[src/rtl/imem_loader_pkg.sv]
// Shared types and constants for the boot-time instruction-memory loader.
package imem_loader_pkg;

  // Loader FSM states, in stream order.
  typedef enum logic [2:0] {
    ST_LEN0 = 3'd0,
    ST_LEN1 = 3'd1,
    ST_DATA = 3'd2,
    ST_CHK  = 3'd3,
    ST_RUN  = 3'd4,
    ST_ERR  = 3'd5
  } state_e;

  localparam int unsigned LEN_BYTES = 2;   // length header size in bytes
  localparam int unsigned CHK_W     = 8;   // checksum width
  localparam int unsigned BYTE_W    = 8;
  localparam int unsigned WORD_W    = 32;

endpackage

[src/rtl/imem_word_packer.sv]
// Packs a byte stream little-endian into 32-bit words.
// Ports:
//   clk, rst_n     - clock, async active-low reset
//   i_clr          - synchronous clear of lane counter and partial word
//   i_byte_valid   - accept i_byte this cycle
//   i_byte         - payload byte
//   o_lane3_c      - combinational: next accepted byte completes a word
//   o_word_valid   - registered one-cycle pulse, word completed last cycle
//   o_word         - registered assembled word {b3,b2,b1,b0}
module imem_word_packer
  import imem_loader_pkg::*;
(
  input  logic              clk,
  input  logic              rst_n,
  input  logic              i_clr,
  input  logic              i_byte_valid,
  input  logic [BYTE_W-1:0] i_byte,
  output logic              o_lane3_c,
  output logic              o_word_valid,
  output logic [WORD_W-1:0] o_word
);

  localparam int unsigned SHIFT_W = WORD_W - BYTE_W;

  logic [1:0]         r_lane;
  logic [SHIFT_W-1:0] r_shift;

  assign o_lane3_c = (r_lane == 2'd3);

  // Bytes enter at the top and shift down, so after three bytes r_shift = {b2,b1,b0}.
  always_ff @(posedge clk or negedge rst_n) begin
    if (!rst_n) begin
      r_lane       <= 2'd0;
      r_shift      <= '0;
      o_word_valid <= 1'b0;
      o_word       <= '0;
    end else begin
      o_word_valid <= 1'b0;
      if (i_clr) begin
        r_lane  <= 2'd0;
        r_shift <= '0;
      end else if (i_byte_valid) begin
        r_lane <= r_lane + 2'd1;
        if (o_lane3_c) begin
          o_word       <= {i_byte, r_shift};
          o_word_valid <= 1'b1;
        end else begin
          r_shift <= {i_byte, r_shift[SHIFT_W-1:BYTE_W]};
        end
      end
    end
  end

endmodule

[src/rtl/imem_loader.sv]
// Boot loader: receives a length-prefixed, XOR-checksummed byte image and
// writes it into instruction memory, holding the core in reset until verified.
// Ports:
//   clk, rst_n                         - clock, async active-low reset
//   rx_valid, rx_data, rx_ready        - byte stream handshake
//   start                              - re-arm pulse (RUN/ERR only)
//   imem_we, imem_waddr, imem_wdata    - instruction-memory write port
//   core_rst                           - active-high core hold
//   load_done, load_err                - status levels
module imem_loader
  import imem_loader_pkg::*;
#(
  parameter int unsigned IMEM_DEPTH = 256,
  parameter int unsigned ADDR_W     = 8
) (
  input  logic              clk,
  input  logic              rst_n,
  input  logic              rx_valid,
  input  logic [BYTE_W-1:0] rx_data,
  output logic              rx_ready,
  input  logic              start,
  output logic              imem_we,
  output logic [ADDR_W-1:0] imem_waddr,
  output logic [WORD_W-1:0] imem_wdata,
  output logic              core_rst,
  output logic              load_done,
  output logic              load_err
);

  localparam int unsigned LEN_W = LEN_BYTES * BYTE_W;
  localparam int unsigned CNT_W = ADDR_W + 1;
  localparam int unsigned CMP_W = LEN_W + 1;

  state_e             r_state;
  state_e             w_next;
  logic [LEN_W-1:0]   r_len;
  logic [CNT_W-1:0]   r_wcnt;
  logic [CHK_W-1:0]   r_xor;
  logic [ADDR_W-1:0]  r_waddr;

  logic               w_hs;
  logic               w_pay;
  logic               w_lane3;
  logic               w_last_word;
  logic               w_clear;
  logic [LEN_W-1:0]   w_len_full;

  assign w_hs        = rx_valid && rx_ready;
  assign w_pay       = w_hs && (r_state == ST_DATA);
  assign w_len_full  = {rx_data, r_len[BYTE_W-1:0]};
  assign w_last_word = ((CMP_W'(r_wcnt) + CMP_W'(1)) == CMP_W'(r_len));
  assign w_clear     = start && ((r_state == ST_RUN) || (r_state == ST_ERR));
  assign imem_waddr  = r_waddr;

  imem_word_packer u_packer (
    .clk          (clk),
    .rst_n        (rst_n),
    .i_clr        (w_clear),
    .i_byte_valid (w_pay),
    .i_byte       (rx_data),
    .o_lane3_c    (w_lane3),
    .o_word_valid (imem_we),
    .o_word       (imem_wdata)
  );

  // Next-state decode.
  always_comb begin
    w_next = r_state;
    case (r_state)
      ST_LEN0: if (w_hs) w_next = ST_LEN1;
      ST_LEN1: begin
        if (w_hs) begin
          if ({1'b0, w_len_full} > CMP_W'(IMEM_DEPTH)) w_next = ST_ERR;
          else if (w_len_full == '0)                  w_next = ST_CHK;
          else                                        w_next = ST_DATA;
        end
      end
      ST_DATA: if (w_pay && w_lane3 && w_last_word) w_next = ST_CHK;
      ST_CHK:  if (w_hs) w_next = (rx_data == r_xor) ? ST_RUN : ST_ERR;
      ST_RUN,
      ST_ERR:  if (start) w_next = ST_LEN0;
      default: w_next = ST_LEN0;
    endcase
  end

  // State, counters, checksum and registered status (derived from next state).
  always_ff @(posedge clk or negedge rst_n) begin
    if (!rst_n) begin
      r_state   <= ST_LEN0;
      r_len     <= '0;
      r_wcnt    <= '0;
      r_xor     <= '0;
      r_waddr   <= '0;
      rx_ready  <= 1'b0;
      core_rst  <= 1'b1;
      load_done <= 1'b0;
      load_err  <= 1'b0;
    end else begin
      r_state   <= w_next;
      rx_ready  <= (w_next == ST_LEN0) || (w_next == ST_LEN1) ||
                   (w_next == ST_DATA) || (w_next == ST_CHK);
      core_rst  <= (w_next != ST_RUN);
      load_done <= (w_next == ST_RUN);
      load_err  <= (w_next == ST_ERR);

      if (w_clear) begin
        r_len  <= '0;
        r_wcnt <= '0;
        r_xor  <= '0;
      end
      if (w_hs && (r_state == ST_LEN0)) r_len[BYTE_W-1:0]     <= rx_data;
      if (w_hs && (r_state == ST_LEN1)) r_len[LEN_W-1:BYTE_W] <= rx_data;
      if (w_pay) begin
        r_xor <= r_xor ^ rx_data;
        // Address is latched alongside the packer's word so both appear together.
        if (w_lane3) begin
          r_waddr <= r_wcnt[ADDR_W-1:0];
          r_wcnt  <= r_wcnt + CNT_W'(1);
        end
      end
    end
  end

endmodule

[config.mk]
export PLATFORM = sky130hd
export DESIGN_NAME = imem_loader
export DESIGN_NICKNAME = d
export VERILOG_FILES = /design/src/rtl/imem_loader_pkg.sv /design/src/rtl/imem_word_packer.sv /design/src/rtl/imem_loader.sv
export SDC_FILE = /design/constraint.sdc
export NUM_CORES = 1
export LEC_CHECK = 0
export ABC_AREA = 1
export CAP_MARGIN = 20
export CELL_PAD_IN_SITES_DETAIL_PLACEMENT = 1
export CELL_PAD_IN_SITES_GLOBAL_PLACEMENT = 2
export CORE_UTILIZATION = 25
export DETAILED_ROUTE_END_ITERATION = 10
export PLACE_DENSITY = 0.65
export SLEW_MARGIN = 30
export SYNTH_ARGS = -nofsm -noshare
export SYNTH_HDL_FRONTEND = slang
export SYNTH_SLANG_ARGS = --single-unit
[constraint.sdc]
create_clock -name clk -period 2 [get_ports clk]
set_clock_uncertainty 0.05 [all_clocks]
set_input_delay 0.6 -clock clk [delete_from_list [all_inputs] [get_ports clk]]
set_output_delay 0.6 -clock clk [all_outputs]
set_load 0.05 [all_outputs]
==> results of run 1 <==
-- cell families after synthesis --
logic type	share of synthesized area, %
buffers and inverters	6.108
and+or+nand+nor	25.38
xor gates and xnor gates	0.7405
AOI/OAI and AO/OA	10.63
DFF	56.61
adders and majority gates	0.5287
-- cells in the mapped netlist --
cell type	number	area [sq um]
a21boi_0	1	7.510
buf_4	2	15.01
nor2_1	24	90.09
clkbuf_1	8	30.03
dfstp_2	1	26.28
o21ai_0	45	225.2
dfrtp_1	106	2653
nand2_4	1	11.26
xnor2_1	2	17.52
nand2_2	3	18.77
nand3_1	55	275.3
nand2_1	186	698.2
nor2_2	3	18.77
a21oi_1	5	25.02
a21oi_2	1	8.760
nand4_1	2	12.51
buf_6	2	22.52
ha_1	2	25.02
o21ai_1	6	30.03
nor2_8	1	20.02
o211ai_1	1	7.510
buf_2	9	45.04
xor2_1	2	17.52
clkinv_1	1	3.750
nand3_2	3	30.03
inv_1	43	161.4
o22ai_1	14	87.58
nor3_1	3	15.01
inv_2	3	11.26
nor2_4	1	11.26
o21ai_2	3	26.28
o31ai_1	3	22.52
o31ai_2	5	62.56
-- path summary, 6_finish.rpt --
check                                       to  slack [ns]  depth (start not counted)
max                                  load_done        0.12                         11
min                        u_packer.o_word[18]        0.07                          1
max reg2reg                          load_done        0.17                         12
min reg2reg                u_packer.o_word[12]        0.42                          2
max in group asynchronous             r_xor[1]        1.19                          2
min in group clk           u_packer.o_word[12]        0.42                          2
-- repair_timing --
action | in CTS | in global routing
setup buffers | 0 | 1
gates resized for setup | 0 | 5
setup endpoints to repair | 0 | 4
hold endpoints to repair | 0 | 0
-- through the flow --
step / instance area, sq um / utilization, % / setup WS (ns) / setup TNS (ns) / instances
final: 6077 / 33.26 / 0.1176 / 0 / 871
after detailed placement: 5749 / 31.47 / -0.2679 / -11.56 / 854
after CTS: 6057 / 33.15 / 0.03084 / 0 / 870
after global routing: 6077 / 33.26 / 0.008810 / 0 / 871
after floorplan: 4732 / - / 0.2972 / 0 / 547
after global placement: 5749 / 31.47 / -0.2656 / -9.321 / 854
-- final cells by class --
cell class	instances	area share (%)
multi-input combinational	372	29.19
sequential	107	44.08
inverter	47	2.903
tap	229	4.715
timing repair buffer	100	14.04
clock buffer	10	3.768
clock inverter	6	1.297
-- sequential cells by signal, indices dropped and copies added, names as in the netlist --
name,count
u_packer.o_word,32
u_packer.r_shift,24
r_len,16
r_wcnt,9
imem_waddr,8
r_xor,8
r_state,3
u_packer.r_lane,2
core_rst,1
load_done,1
load_err,1
rx_ready,1
u_packer.o_word_valid,1
-- routing by layer --
layer,GRT usage (%),wire [um],vias up
met4,4.858,177,0
li1,-,-,1957
met5,0,0,-
met2,24.78,6346,55
met3,2.994,378,14
met1,19.65,6701,1943
-- power by group through the flow --
stage	Combinational (mW)	Sequential [mW]	Clock (mW)
after floorplan	0.660	2.62	0
after global placement	1.38	2.53	0
after detailed placement	1.40	2.54	0
after CTS	1.41	2.50	1.99
after global routing	1.54	2.52	2.07
final	1.38	2.49	1.91
==> flow_metrics.tcl, run 1 <==
set metrics [dict create \
    status "finished clean" \
    fp.dieH_um 139.6 \
    drt_wl_total_um 13600 \
    fmaxAchievable_mhz 531.2 \
    ys_types 33 \
    regArea_sq_um 2679 \
    crit_chain "clkdlybuf4s50_1 > nand2_4 > buf_4 > nor3_1 > nand3_1 > nand2_1 > inv_1 > nor2_1 > buf_4 > nand3_2 > inv_1" \
    synth_area_per_cell_sq_um 8.651 \
    pwr-share-seq_pct 43.1 \
    coreArea_sq_um 18270 \
    syn_area_sq_um 4732 \
    rsz0062_at_grt "no" \
    slowest_delay_ns 0.50 \
    htreeDepth 3 \
    p_clk_share_pct 33.0 \
    required_ns 2.25 \
    power_frac_comb_pct 23.9 \
    drtIter0Drc 177 \
    ys_seq_elements 107 \
    end_kind "flop" \
    grt_max_degree 63 \
    crit_path_start_kind "input pin" \
    cp_top_family "buffers and inverters" \
    hold_viol_final 0 \
    final_antenna_net_count 0 \
    relSlewSlack_pct 70.20 \
    final-setup-viol-count 0 \
    critical_path_arrival_ns 2.13 \
    io_pins 57 \
    clk_pin_slew_worst_paths_ns 0.08 \
    drive_above_1_share_pct 20.72 \
    gp_congestion 0.7379 \
    ys_seq_area_share_pct 56.61 \
    clock-root-buffer "clkbuf_16" \
    leakagePower_nw 3.036 \
    final_cell_mix "nand2_1 (186), dfrtp_1 (106), buf_4 (84), nand3_1 (54), o21ai_0 (44)" \
    fp-row-count 49 \
    grt_usage_pct 14.99 \
    die_w_um 139.6 \
    postCtsHoldBufs 0 \
    drc_errors 0 \
    antenna_found_initial 0 \
    holdWs_ns 0.06789 \
    powerDensity_nw_per_um2 953.1 \
    avgViaCountPerCell 4.557 \
    area_growth_pct 28.42 \
    routedWlPerCell_um 15.62 \
    drv_slew 0 \
    vdd_ir_drop_max_uv 659.7 \
    p_sw_mw 1.899 \
    cap_viol_max_count 0 \
    grt_pass1_vias 4292 \
    crit_buf_inv 5 \
    syn_nets 561 \
    multi_input_area_sq_um 1774 \
    hp-class "in -> async" \
    critPathLaunch "rx_valid" \
    critPathSlowestCell "clkdlybuf4s50_1" \
    power.total_mw 5.792 \
    grt_pass1_wl_um 22680 \
    clk_latency_ns 0.36 \
    antenna_cells 0 \
    netlist_instances 547 \
    firstDrtPassIters 4 \
    cts_inserted_buffers 9 \
    cts_tree "yes" \
    tightest_slew_ns 0.4470 \
    hpwl_um 10000 \
    gr-total-overflow 0 \
    dieArea_sq_um 19480 \
    swShare_pct 32.79 \
    nNetsFinal 651 \
    cts_max_path_buffers 2 \
    fill_cells 2149 \
    cts.sink_count 107 \
    crit_type "in -> reg" \
    yosys_warnings 0 \
    internal_power_mw 3.893 \
    port_buffers 56 \
    layout_commonest_cell "nand2_1" \
    fin_crit_ns 1.882 \
    r2r_start "r_wcnt[0]" \
    vias 3969 \
    cp_max_fo 4 \
    initial_core_util_pct 25.90 \
    fin_crit_sh_pct 94.12 \
]
No activity file was read; power rests on OpenSTA's default activity.
==> run 2, diff against run 1 <==
--- a/config.mk
+++ b/config.mk
@@ -5,13 +5,12 @@
 export SDC_FILE = /design/constraint.sdc
 export NUM_CORES = 1
 export LEC_CHECK = 0
-export ABC_AREA = 1
-export CAP_MARGIN = 20
 export CELL_PAD_IN_SITES_DETAIL_PLACEMENT = 1
 export CELL_PAD_IN_SITES_GLOBAL_PLACEMENT = 2
+export CORE_ASPECT_RATIO = 1.5
 export CORE_UTILIZATION = 25
 export DETAILED_ROUTE_END_ITERATION = 10
-export PLACE_DENSITY = 0.65
+export PLACE_DENSITY = 0.64
 export SLEW_MARGIN = 30
 export SYNTH_ARGS = -nofsm -noshare
 export SYNTH_HDL_FRONTEND = slang
==> flow_metrics.tcl, run 2 <==
set metrics [dict create \
    status "finished clean" \
    fin_crit_ns 1.934 \
    leakagePower_nw 3.005 \
    tightest_slew_ns 0.4651 \
    fp.dieH_um 170.6 \
    drtIter0Drc 136 \
    crit_chain "or4_4 > nor3_4 > nand4_1 > a2111oi_4 > nand3_1 > o31ai_2" \
    synth_area_per_cell_sq_um 8.754 \
    largest_register_ff_count 32 \
    final_antenna_net_count 0 \
    ys_seq_area_share_pct 56.57 \
    grt_usage_pct 15.17 \
    cts_tree "yes" \
    drt_wl_total_um 13700 \
    initial_core_util_pct 25.53 \
    grt_pass1_vias 4143 \
    cts_inserted_buffers 9 \
    grt_pass1_wl_um 22610 \
    cts_max_path_buffers 2 \
    hold_viol_final 0 \
    relSlewSlack_pct 68.99 \
    crit_type "reg -> reg" \
    r2r_cells 6 \
    crit_buf_inv 0 \
    avgViaCountPerCell 4.439 \
    synth_commonest_cells "nand2_1 (220), dfrtp_1 (106), o21ai_0 (48)" \
    clk_pin_slew_worst_paths_ns 0.08 \
    crit_cells 6 \
    ys_async_sr_fraction_pct 100.0 \
    r2r-end "r_state[0]" \
    area_growth_pct 31.20 \
    port_buffers 56 \
    ff2ff_setup_slack_ns 0.07 \
    fmaxAchievable_mhz 517.0 \
    layout_commonest_cell "nand2_1" \
    r2r_start "r_len[13]" \
    firstDrtPassIters 4 \
    coreArea_sq_um 18550 \
    nNetsFinal 637 \
    fp-row-count 61 \
    final-setup-viol-count 0 \
    slowest_delay_ns 0.55 \
    synth_area_leader_cell "dfrtp_1" \
    routedWlPerCell_um 15.57 \
    hp-class "in -> async" \
    fill_cells 2158 \
    drive_above_1_share_pct 20.70 \
    synth_top_area_share_pct 56.01 \
    top_regs "u_packer.o_word: 32 flops, u_packer.r_shift: 24 flops, r_len: 16 flops" \
    syn_nets 555 \
    antenna_found_initial 0 \
    hpwl_um 9964 \
    cts.sink_count 107 \
    powerDensity_nw_per_um2 940.7 \
    regArea_sq_um 2679 \
    htreeDepth 3 \
    dieArea_sq_um 19510 \
    netlist_instances 541 \
    syn_area_sq_um 4736 \
    holdWs_ns 0.2134 \
    critPathLaunch "r_len[13]" \
    yosys-top-cells-area "dfrtp_1 (56%), nand2_1 (17%), o21ai_0 (5.1%), xnor2_1 (3.5%), a21oi_1 (2.9%)" \
    clock-root-buffer "clkbuf_16" \
    cp_max_fo 2 \
    crit_path_end "r_state[0]" \
    ys_types 37 \
    cap_viol_max_count 0 \
    drv_slew 0 \
    antenna_cells 0 \
    multi_input_area_sq_um 1992 \
    critical_path_arrival_ns 2.15 \
    tns_ns 0 \
    synth_edf_count 0 \
    crit_path_start_kind "flop" \
    yosys_warnings 0 \
    critPathSlowestCell "or4_4" \
    drc_errors 0 \
    top_register "u_packer.o_word" \
    ys_seq_elements 107 \
    vias 3906 \
    end_kind "flop" \
    cp_top_family "simple AND/OR/NAND/NOR gates" \
    final_cell_mix "nand2_1 (219), dfrtp_1 (106), buf_4 (84), o21ai_0 (43), a21oi_1 (27)" \
    ys.flop_type "dfrtp_1" \
    io_pins 57 \
    vdd_ir_drop_max_uv 730.1 \
    die_w_um 114.4 \
    gp_congestion 0.8568 \
    required_ns 2.21 \
    yosysMostFrequentCell "nand2_1" \
    clk_latency_ns 0.35 \
    postCtsHoldBufs 0 \
    grt_max_degree 80 \
    gr-total-overflow 0 \
    fin_crit_sh_pct 96.71 \
    rsz0062_at_grt "yes" \
]
## run 2: timing repair
| item | in CTS | in global routing |
|---|---|---|
| resized for setup | 10 | 17 |
| pin swaps | 4 | 3 |
| gates cloned | 0 | 0 |
| buffers inserted | 1 | 0 |
| endpoints found under the setup margin | 4 | 14 |
## run 2: worst min-delay path by stage
stage	slack, ns	to	start
finish	0.21	u_packer.o_word[7]	rst_n
global route	0.24	u_packer.o_word[6]	rst_n
CTS	0.23	u_packer.o_word[6]	rst_n
detailed placement	0.41	u_packer.o_word[1]	u_packer.r_shift[1]
global placement	0.40	u_packer.o_word[5]	u_packer.r_shift[5]
floorplan	0.25	imem_waddr[0]	rst_n
## run 2: layout make-up
cell class / count / area share [%]
Clock inverter: 7 / 1.349
Timing Repair Buffer: 104 / 14.54
Multi-Input combinational cell: 397 / 32.06
Tap cell: 252 / 5.074
Inverter: 4 / 0.2416
Sequential cell: 107 / 43.11
Clock buffer: 9 / 3.625
## run 2: metal layers
| layer | vias to the layer above | track usage (%) | share of wire [%] |
|---|---|---|---|
| met1 | 1925 | 19.24 | 45 |
| li1 | 1921 | - | - |
| met4 | 0 | 4.856 | 1.6 |
| met5 | - | 0 | 0 |
| met3 | 12 | 2.409 | 1.9 |
| met2 | 48 | 26.22 | 51 |
## run 2: logic make-up after synthesis
family / share of synthesized area [%]
xor+xnor: 4.993
mux: 0.2114
simple gates: 24.84
buf+inv: 3.197
fa+ha+maj: 0.5283
flops: 56.57
compound gates: 9.670
## run 2: per-stage QoR
step	total power [mW]	instances	cell area (sq um)	util (%)	worst slack, ns
after global routing	6.181	880	6213	33.50	-0.04354
final	5.845	880	6213	33.50	0.06574
after global placement	3.935	863	5828	31.42	-0.5319
after CTS	5.911	880	6158	33.21	0.004329
after detailed placement	3.970	863	5828	31.42	-0.5689
after floorplan	3.373	541	4768	-	-0.0005981
## run 2: power breakdown
| group | total (mW) | internal (mW) | leakage [nW] | switching [mW] |
|---|---|---|---|---|
| Clock | 1.87 | 0.995 | 0.149 | 0.872 |
| Combinational | 1.39 | 0.599 | 1.39 | 0.791 |
| Sequential | 2.59 | 2.38 | 1.47 | 0.204 |
